===== src/rtl/physics_frame_scheduler.sv =====
// physics_frame_scheduler: frame tick -> collision pass -> per-pin update sequencer.
// Optional SKIP_IDLE_PINS_EN: issue updates only for pins flagged in the hit mask.
module physics_frame_scheduler #(
  parameter int NUM_PINS     = 10,
  parameter int IDX_W        = 4,
  parameter int TICK_CYCLES  = 750000,
  parameter int COLL_TIMEOUT = 64
) (
  input  logic                clk_in,
  input  logic                rst_in,
  input  logic                enable_in,
  input  logic                clr_in,
  output logic                coll_start_out,
  input  logic                coll_done_in,
  input  logic [NUM_PINS-1:0] coll_hit_in,
  output logic                upd_valid_out,
  output logic [IDX_W-1:0]    upd_idx_out,
  input  logic                upd_ready_in,
  output logic [NUM_PINS-1:0] hit_mask_out,
  output logic                frame_done_out,
  output logic                busy_out,
  output logic                timeout_out,
  output logic [7:0]          overrun_count_out,
  output logic [15:0]         frame_count_out
);
  localparam int TW = $clog2(TICK_CYCLES + 1);
  localparam int CW = $clog2(COLL_TIMEOUT + 1);
  typedef enum logic [1:0] {IDLE, COLLIDE, UPDATE, FINISH} state_t;
  state_t state, state_nxt;
  logic [TW-1:0] tick_cnt;
  logic [CW-1:0] to_cnt;
  logic [IDX_W-1:0] idx, first_hit, next_hit;
  logic tick, done_evt, timeout_evt, xfer, last, ovr;
  assign tick = enable_in && (tick_cnt == TW'(TICK_CYCLES - 1));
  // done is ignored in the start cycle so a stale done from the engine cannot end the pass
  assign done_evt = (state == COLLIDE) && !coll_start_out && coll_done_in;
  assign timeout_evt = (state == COLLIDE) && !done_evt && (to_cnt == CW'(COLL_TIMEOUT - 1));
  assign ovr = tick && (state != IDLE);
  assign xfer = upd_valid_out && upd_ready_in;
  assign busy_out = state != IDLE;
  assign frame_done_out = state == FINISH;
  assign upd_idx_out = idx;
`ifdef SKIP_IDLE_PINS_EN
  logic [NUM_PINS-1:0] mask_sh;
  logic has_next;
  assign mask_sh = hit_mask_out >> idx;
  assign upd_valid_out = (state == UPDATE) && mask_sh[0];
  assign last = !has_next;
  always_comb begin
    first_hit = '0;
    next_hit = '0;
    has_next = 1'b0;
    for (int i = NUM_PINS - 1; i >= 0; i--) begin
      if (coll_hit_in[i]) first_hit = IDX_W'(i);
      if (hit_mask_out[i] && IDX_W'(i) > idx) begin
        next_hit = IDX_W'(i);
        has_next = 1'b1;
      end
    end
  end
`else
  assign upd_valid_out = state == UPDATE;
  assign last = idx == IDX_W'(NUM_PINS - 1);
  assign first_hit = '0;
  assign next_hit = idx + 1'b1;
`endif
  always_comb begin
    state_nxt = state;
    case (state)
      IDLE:    state_nxt = tick ? COLLIDE : IDLE;
      COLLIDE: state_nxt = done_evt ? UPDATE : timeout_evt ? FINISH : COLLIDE;
      // an empty mask in skip mode leaves valid low, which ends the update phase at once
      UPDATE:  state_nxt = (!upd_valid_out || (xfer && last)) ? FINISH : UPDATE;
      default: state_nxt = IDLE;
    endcase
  end
  always_ff @(posedge clk_in or posedge rst_in) begin
    if (rst_in) begin
      state             <= IDLE;
      tick_cnt          <= '0;
      to_cnt            <= '0;
      idx               <= '0;
      coll_start_out    <= 1'b0;
      hit_mask_out      <= '0;
      timeout_out       <= 1'b0;
      overrun_count_out <= '0;
      frame_count_out   <= '0;
    end else begin
      state             <= state_nxt;
      tick_cnt          <= (!enable_in || tick) ? '0 : tick_cnt + 1'b1;
      to_cnt            <= (state == COLLIDE) ? to_cnt + 1'b1 : '0;
      coll_start_out    <= (state == IDLE) && tick;
      hit_mask_out      <= done_evt ? coll_hit_in : timeout_evt ? '0 : hit_mask_out;
      idx               <= done_evt ? first_hit : (state == FINISH) ? '0 :
                           (state == UPDATE && xfer && !last) ? next_hit : idx;
      timeout_out       <= timeout_evt ? 1'b1 : clr_in ? 1'b0 : timeout_out;
      overrun_count_out <= ovr ? (clr_in ? 8'd1 : (&overrun_count_out) ? overrun_count_out : overrun_count_out + 8'd1) :
                           clr_in ? 8'd0 : overrun_count_out;
      frame_count_out   <= (state == FINISH) ? frame_count_out + 16'd1 : frame_count_out;
    end
  end
endmodule


===== config.mk =====
export PLATFORM = sky130hd
export DESIGN_NAME = physics_frame_scheduler
export DESIGN_NICKNAME = d
export VERILOG_FILES = /design/src/rtl/physics_frame_scheduler.sv
export SDC_FILE = /design/constraint.sdc
export NUM_CORES = 1
export LEC_CHECK = 0
export BUFFER_PORTS_ARGS = -buffer_cell sky130_fd_sc_hd__buf_2
export CORE_UTILIZATION = 40
export DETAILED_ROUTE_END_ITERATION = 8
export GPL_TIMING_DRIVEN = 0
export HOLD_SLACK_MARGIN = 0.03
export PLACE_DENSITY_LB_ADDON = 0.12
export SYNTH_ARGS = -nofsm -noshare
export SYNTH_HDL_FRONTEND = slang
export SYNTH_SLANG_ARGS = --single-unit

===== constraint.sdc =====
create_clock -name clk_in -period 3.95 [get_ports clk_in]
set_clock_uncertainty 0.15 [all_clocks]
set_input_delay 0 -clock clk_in [delete_from_list [all_inputs] [get_ports clk_in]]
set_output_delay 0 -clock clk_in [all_outputs]
set_load 0.005 [all_outputs]

==> results of run 1 <==
-- area by class of cell --
cell class              instances  area share (%)
flip-flops and latches         69            42.9
multi-input cells             221            36.0
repair buffers                 72            10.8
clock buffers                  10            3.42
well taps                     102            3.17
clock inverters                 6            1.74
inverters                      11            1.09
plain buffers                   6           0.778
-- worst min-delay path, cell delays in order --
cell and delay [ns]:
dlygate4sd3_1 0.53, buf_2 0.13, inv_4 0.59
-- timing repair --
item	in CTS	in global routing
hold buffers	15	0
hold endpoints to repair	100	0
setup endpoints to repair	0	0
-- cell families after synthesis --
logic type	synth area share, %
and+or+nand+nor	22.0
DFF	53.2
AOI/OAI and AO/OA	10.7
xor gates and xnor gates	8.90
buffers and inverters	2.23
adders and majority gates	2.31
muxes	0.693
-- how the worst max path moves through the flow --
| stage | slack, ns | start | endpoint | depth (start not counted) |
|---|---|---|---|---|
| after floorplan | 1.55 | tick_cnt[4] | overrun_count_out[3] | 5 |
| after global placement | 1.11 | rst_in | hit_mask_out[5] | 2 |
| after detailed placement | 1.33 | tick_cnt[4] | tick_cnt[7] | 5 |
| after CTS | 1.33 | tick_cnt[4] | tick_cnt[7] | 5 |
| after global routing | 1.20 | tick_cnt[4] | tick_cnt[6] | 5 |
| final | 1.36 | tick_cnt[4] | tick_cnt[7] | 5 |
-- metal layers --
layer	wire length (um)	up-vias
li1	-	1282
met1	3520	1267
met2	3100	84
met3	365	12
met4	131	0
met5	0	-
-- sequential cells by signal, indices dropped and copies added, names as in the netlist --
signal	cells
hit_mask_out	10
to_cnt	7
frame_count_out	16
timeout_out	1
upd_idx_out	4
tick_cnt	20
overrun_count_out	8
state	2
coll_start_out	1
-- where the power goes --
part           leakage [nW]  switching (mW)  internal, mW
Combinational         0.844           0.145         0.166
Sequential            0.938          0.0808         0.797
Clock                0.0955           0.289         0.313
Total                  1.88           0.515          1.28
-- synthesized netlist by cell type, drive strengths merged (3+ instances only) --
library cell	n	area (um^2)
and3	10	65.1
ha	6	75.1
nand2	17	63.8
xnor2	20	175
nor3	9	45.0
nand4	12	75.1
o31ai	6	45.0
inv	11	41.3
xor2	13	114
and4	5	43.8
nor2	30	113
dfrtp	69	1730
a22o	10	87.6
nand3	14	70.1
a21oi	14	70.1
and2	3	20.0
o21ai	9	48.8
or3	6	38.8
nor4	3	18.8
or4	8	63.8
clkbuf	3	11.3
-- metrics by stage --
stage          worst slack (ns)  area (um^2)  cells  utilization, %  power, mW
4_1_cts                    1.33         4020    497            51.5       1.81
5_1_grt                    1.20         4020    497            51.5       1.90
3_5_place_dp               1.33         3660    466            46.9       1.19
2_1_floorplan              1.55         3250    307               -       1.05
3_3_place_gp               1.11         3660    466            46.9       1.18
6_report                   1.36         4020    497            51.5       1.79
==> flow_metrics.py, run 1 <==
metrics = {
    "final_layout": {
        "nNetsFinal": 412,
        "multi_input_comb_area_um2": 1450,
        "syn_to_final_growth_pct": 23.8,
        "final_cell_mix": "dfrtp_1 (69), buf_2 (59), nor2_1 (30)",
        "num-fill-cells": 753,
        "final-seq-area_um2": 1730,
        "drive_gt1_share_pct": 22.8,
        "final_common_cell": "dfrtp_1",
        "diodes": 0,
    },
    "logic_synthesis": {
        "yosysSeqAreaShare_pct": 53.2,
        "synthDistinctLibCells": 46,
        "synth_seq_cells": 69,
        "netlist_instances": 307,
        "syn_nets": 329,
        "synth_edf_count": 0,
        "ys.flop_type": "dfrtp_1",
        "avgSynthCellArea_um2": 10.6,
        "async_flop_share_pct": 100,
        "syn_area_um2": 3250,
        "yosysWarningCount": 0,
    },
    "timing": {
        "hold_viol_final": 0,
        "min_period_ns": 2.59,
        "worst_pin_slew_ns": 0.852,
        "rsz0062_at_grt": "no",
        "max_freq_mhz": 387,
        "slew_viol_final": 0,
        "tns_ns": 0,
        "finalSetupViolations": 0,
        "hold_slack_ns": 0.217,
        "slew-limit-headroom_pct": 43.2,
        "finalCritPeriodShare_pct": 65.5,
    },
    "global_routing": {
        "grt_pass1_wl_mm": 12.3,
        "met1_usage_pct": 26.2,
        "grt_pass1_vias": 2531,
        "gr-usage-met2_pct": 27.3,
        "busiest_layer": "met2",
        "grt.total_usage_pct": 18.5,
        "antenna_found_initial": 0,
        "grt_start_max_net_pins": 70,
        "grt-ovfl-total": 0,
        "gr-usage-met3_pct": 3.73,
    },
    "clock_tree": {
        "cts_buffer_depth": 2,
        "clk_latency_ns": 0.35,
        "clk_pin_slew_ns": 0.08,
        "cts_tree": "done",
        "cts.sinks": 69,
        "root_buffer": "clkbuf_8",
        "cts_resized": 0,
        "numCtsBuffers": 9,
        "htreeDepth": 3,
        "post_cts_buffers": 0,
    },
    "placed_design": {
        "portBuffers": 57,
        "gp_congestion": 0.770,
        "dpl.hpwl_mm": 4.68,
    },
    "job": {
        "max-cap-violations": 0,
    },
    "route": {
        "wirelength_mm": 7.11,
        "drt_first_pass_iters": 4,
        "num_vias": 2645,
        "drt_drc_violations_left": 0,
        "ant_nets": 0,
        "drtIter0Drc": 118,
        "avgRoutedWirePerCell_um": 14.3,
        "via_per_inst": 5.32,
    },
    "power_and_ir_drop": {
        "leakagePower_nw": 1.88,
        "power.density_nw_per_um2": 445,
        "peakVddDrop_v": 0.000245,
    },
    "setup_path": {
        "crit_chain": "or4_4 -> or3_2 -> o21ai_2 -> buf_2 -> nor2_1",
        "crit_type": "reg -> reg",
        "reg2reg_depth": 5,
        "cpPeakStageDelay_ns": 0.57,
        "cp.arrival_ns": 2.66,
        "timing.rr.end": "tick_cnt[7]",
        "required_ns": 4.03,
        "crit_path_end_kind": "flip-flop",
        "r2r_start": "tick_cnt[4]",
        "r2r_setup_slack_ns": 1.36,
        "crit_buf_inv": 1,
        "cp_slowest_cell": "or4_4",
        "worstPathMaxFanout": 10,
        "crit_path_start_kind": "flip-flop",
        "crit_family": "simple AND/OR/NAND/NOR gates",
    },
    "floorplanning": {
        "rows": 32,
        "start_util_pct": 41.6,
        "die_height_um": 92.1,
        "io_pins": 59,
        "core_region_area_um2": 7810,
        "die_w_um": 92.1,
        "die-area_um2": 8480,
    },
    "run_status": {
        "status": "finished, final reports clean",
    },
    "hold_path": {
        "min_path_type": "in -> async",
    },
}
No activity file was read; power rests on OpenSTA's default activity.
==> run 2, diff against run 1 <==
Clock period 3.95 ns to 2.1 ns, I/O delays scaled along.
==> flow_metrics.py, run 2 (synthesis gave the netlist of run 1 again) <==
metrics = {
    "placed_design": {
        "placedCellCount": 466,
        "dpl.hpwl_mm": 4.62,
        "gp_congestion": 0.752,
        "portBuffers": 57,
        "placed_area_um2": 3690,
    },
    "job": {
        "max-cap-violations": 0,
    },
    "setup_path": {
        "crit_type": "reg -> reg",
        "timing.rr.end": "overrun_count_out[2]",
        "crit_chain": "or4_4 -> or4_4 -> or4_1 -> a21oi_1",
        "cp.arrival_ns": 2.49,
        "crit_family": "simple AND/OR/NAND/NOR gates",
        "r2r_setup_slack_ns": -0.26,
        "crit_path_start_kind": "flip-flop",
        "cp_common_cell": "or4_4",
        "r2r_start": "tick_cnt[18]",
        "reg2reg_depth": 4,
        "crit_path_end_kind": "flip-flop",
        "cp_slowest_cell": "or4_4",
        "required_ns": 2.23,
        "cpPeakStageDelay_ns": 0.55,
        "worstPathMaxFanout": 6,
        "crit_buf_inv": 0,
        "critPathLaunch": "tick_cnt[18]",
    },
    "route": {
        "ant_nets": 0,
        "via_per_inst": 5.26,
        "drtIter0Drc": 94,
        "wirelength_mm": 7.16,
        "avgRoutedWirePerCell_um": 14.0,
        "drt_drc_violations_left": 0,
        "num_vias": 2685,
        "drt_first_pass_iters": 4,
    },
    "timing": {
        "hold_viol_final": 6,
        "hold_slack_ns": -0.132,
        "tns_ns": -2.78,
        "max_freq_mhz": 424,
        "setup_ws_ns": -0.261,
        "rsz0062_at_grt": "yes",
        "finalSetupViolations": 24,
        "worst_pin_slew_ns": 0.842,
        "slew-limit-headroom_pct": 43.9,
        "slew_viol_final": 0,
        "min_period_ns": 2.36,
        "finalCritPeriodShare_pct": 112,
    },
    "clock_tree": {
        "clk_pin_slew_ns": 0.08,
        "root_buffer": "clkbuf_8",
        "htreeDepth": 3,
        "cts.sinks": 69,
        "cts_tree": "done",
        "cts.hold.buffers_added": 14,
        "cts_buffer_depth": 2,
        "clk_latency_ns": 0.35,
        "numCtsBuffers": 9,
    },
    "global_routing": {
        "grt_start_max_net_pins": 70,
        "grt_pass1_wl_mm": 12.0,
        "grt.total_usage_pct": 18.1,
        "antenna_found_initial": 0,
        "grt_pass1_vias": 2478,
        "grt-ovfl-total": 0,
    },
    "hold_path": {
        "whs_path_depth": 2,
        "min-delay-start": "clr_in",
        "min_path_type": "in -> reg",
        "timing.hold.worst_endpoint": "overrun_count_out[5]",
    },
    "power_and_ir_drop": {
        "power.density_nw_per_um2": 803,
        "leakagePower_nw": 1.96,
        "peakVddDrop_v": 0.000544,
        "power_mw": 3.37,
    },
    "floorplanning": {
        "rows": 32,
        "start_util_pct": 41.6,
        "die_w_um": 92.1,
        "die-area_um2": 8480,
        "core_region_area_um2": 7810,
        "io_pins": 59,
        "die_height_um": 92.1,
    },
    "final_layout": {
        "final_common_cell": "dfrtp_1",
        "final_cell_mix": "dfrtp_1 (69), buf_2 (58), nor2_1 (29)",
        "syn_to_final_growth_pct": 29.2,
        "reg.largest.list": "tick_cnt x20, frame_count_out x16, hit_mask_out x10",
        "top_register": "tick_cnt",
        "stdcell_count": 510,
        "diodes": 0,
        "largest_register_ffs": 20,
        "drive_gt1_share_pct": 29.4,
        "final_cell_area_um2": 4200,
        "nNetsFinal": 425,
    },
    "run_status": {
        "status": "finished with violations",
        "violations": "hold timing, setup timing",
    },
}
## run 2: cell types whose count changed in the layout (fill, tap and decap cells not counted), sizes merged
cell,previous run,this run
clkbuf,13,11
dlygate4sd3,15,14
buf,59,75
## run 2: layer usage
metal  global-route usage, %  vias up  share of wire, %
met5                       0        -                 0
met4                    8.59        0               1.6
met3                    3.32       11               4.8
met2                    26.7       76                42
met1                    25.8     1287                51
li1                        -     1311                 -
## run 2: area by class of cell
cell class	instances	area [um^2]
fill	716	3610
sequential	69	1730
multi-input combinational	221	1510
timing repair buffer	87	546
clock buffer	10	138
tap	102	128
clock inverter	6	70.1
inverter	11	43.8
buffer	4	31.3
## run 2: metrics by stage
stage | util, % | worst slack [ns]
2_1_floorplan | - | -0.271
3_3_place_gp | 47.2 | -0.779
3_5_place_dp | 47.2 | -0.363
4_1_cts | 52.8 | -0.255
5_1_grt | 53.7 | -0.315
6_report | 53.7 | -0.261
## run 2: worst max path at each step
stage                           endpoint  slack (ns)  cells past startpoint
floorplan           overrun_count_out[2]       -0.27                      5
global placement         hit_mask_out[8]       -0.78                      2
detailed placement  overrun_count_out[2]       -0.36                      5
CTS                 overrun_count_out[2]       -0.25                      4
global route        overrun_count_out[2]       -0.31                      5
finish              overrun_count_out[2]       -0.26                      4
## run 2: timing repair
action,CTS,global route
setup endpoints to repair,26,46
pin swaps,4,2
gates resized for setup,3,15
endpoints found under the hold margin,109,6
setup buffers,11,5
## run 2: power by group
| group | leakage [nW] | internal (mW) | switching (mW) |
|---|---|---|---|
| clock network | 0.0955 | 0.588 | 0.543 |
| logic | 0.931 | 0.317 | 0.273 |
| registers | 0.938 | 1.50 | 0.147 |
==> run 3, diff against run 2 <==
Settings changed: TNS_END_PERCENT from default to 1.
==> flow_metrics.py, run 3 (synthesis gave the netlist of run 1 again) <==
metrics = {
    "clock_tree": {
        "root_buffer": "clkbuf_8",
        "cts.sinks": 69,
        "numCtsBuffers": 9,
        "cts.hold.buffers_added": 14,
        "clk_pin_slew_ns": 0.07,
        "cts_tree": "done",
        "htreeDepth": 3,
        "cts_buffer_depth": 2,
        "clk_latency_ns": 0.35,
    },
    "hold_path": {
        "whs_path_depth": 2,
        "min_path_type": "in -> reg",
        "min-delay-start": "clr_in",
        "timing.hold.worst_endpoint": "overrun_count_out[3]",
    },
    "route": {
        "drt_drc_violations_left": 0,
        "ant_nets": 0,
        "wirelength_mm": 7.22,
        "drt_first_pass_iters": 4,
        "via_per_inst": 5.27,
        "num_vias": 2663,
        "drtIter0Drc": 86,
        "avgRoutedWirePerCell_um": 14.3,
    },
    "final_layout": {
        "diodes": 0,
        "top_register": "tick_cnt",
        "reg.largest.list": "tick_cnt x20, frame_count_out x16, hit_mask_out x10",
        "final_common_cell": "dfrtp_1",
        "drive_gt1_share_pct": 28.0,
        "nNetsFinal": 421,
        "syn_to_final_growth_pct": 27.4,
        "largest_register_ffs": 20,
        "post-route-util_pct": 53.0,
        "final_cell_mix": "dfrtp_1 (68), buf_2 (58), nor2_1 (29)",
    },
    "power_and_ir_drop": {
        "peakVddDrop_v": 0.000598,
        "power.density_nw_per_um2": 796,
        "leakagePower_nw": 1.93,
        "power_mw": 3.29,
    },
    "floorplanning": {
        "die-area_um2": 8480,
        "die_height_um": 92.1,
        "start_util_pct": 41.6,
        "io_pins": 59,
        "die_w_um": 92.1,
        "rows": 32,
        "core_region_area_um2": 7810,
    },
    "global_routing": {
        "met1_usage_pct": 26.2,
        "antenna_found_initial": 0,
        "grt_start_max_net_pins": 70,
        "gr-usage-met2_pct": 27.4,
        "grt_pass1_wl_mm": 12.2,
        "busiest_layer": "met2",
        "grt.total_usage_pct": 18.4,
        "gr-usage-met3_pct": 3.40,
        "grt-ovfl-total": 0,
        "grt_pass1_vias": 2584,
    },
    "placed_design": {
        "dpl.hpwl_mm": 4.63,
        "portBuffers": 57,
        "gp_congestion": 0.797,
        "place_ws_ns": -0.512,
    },
    "setup_path": {
        "reg2reg_depth": 4,
        "required_ns": 2.22,
        "crit_path_end_kind": "flip-flop",
        "r2r_setup_slack_ns": -0.22,
        "crit_type": "reg -> reg",
        "worstPathMaxFanout": 6,
        "cp.arrival_ns": 2.44,
        "critPathLaunch": "tick_cnt[18]",
        "timing.rr.end": "overrun_count_out[2]",
        "r2r_start": "tick_cnt[18]",
        "crit_path_start_kind": "flip-flop",
    },
    "timing": {
        "max_freq_mhz": 431,
        "worst_pin_slew_ns": 0.836,
        "finalSetupViolations": 23,
        "tns_ns": -2.32,
        "finalCritPeriodShare_pct": 111,
        "slew-limit-headroom_pct": 44.3,
        "hold_slack_ns": -0.117,
        "hold_viol_final": 6,
        "setup_ws_ns": -0.222,
        "min_period_ns": 2.32,
        "rsz0062_at_grt": "yes",
        "slew_viol_final": 0,
    },
    "job": {
        "max-cap-violations": 0,
    },
    "run_status": {
        "status": "finished with violations",
        "violations": "hold timing, setup timing",
    },
}
-- run 3: changes by cell type in the layout (fill, tap and decap cells not counted), sizes merged --
cell	before	now
clkinv	0	4
clkinvlp	3	1
inv	13	11
buf	75	70
-- run 3: metrics by stage --
stage / cell area (um^2) / std cells
floorplan: 3260 / 307
finish: 4140 / 505
global route: 4140 / 505
CTS: 4060 / 502
detailed placement: 3670 / 466
global placement: 3670 / 466
-- run 3: how the worst max path moves through the flow --
stage | end
detailed placement | tick_cnt[9]
finish | overrun_count_out[2]
global route | overrun_count_out[2]
global placement | hit_mask_out[0]
floorplan | overrun_count_out[2]
CTS | overrun_count_out[2]
-- run 3: where the power goes --
part | internal (mW) | total, mW | switching, mW | leakage (nW)
clock network | 0.542 | 1.06 | 0.521 | 0.0950
logic | 0.315 | 0.585 | 0.269 | 0.896
registers | 1.50 | 1.65 | 0.146 | 0.936
total | 2.36 | 3.29 | 0.937 | 1.93
-- run 3: layer usage --
metal  up-vias  routed length, um
met2        60               3190
met3         9                251
li1       1300                  -
met5         -                  0
met4         0                114
met1      1294               3670
-- run 3: worst max-delay path, stage by stage (launching register included) --
cell and delay [ns]:
dfrtp_1 0.42, or4_4 0.54, or4_4 0.54, or4_1 0.48
a21oi_1 0.13
-- run 3: cell type report --
class / instances / area (um^2)
multi-input combinational: 221 / 1500
timing repair buffer: 82 / 512
tap: 102 / 128
sequential: 69 / 1730
clock inverter: 6 / 65.1
fill: 703 / 3670
clock buffer: 9 / 124
buffer: 5 / 33.8
inverter: 11 / 43.8
-- run 3: what timing repair did --
action,CTS,global route
resized for setup,2,17
endpoints found under the hold margin,109,6
endpoints found under the setup margin,25,46
buffers inserted,8,3
pin swaps,4,2
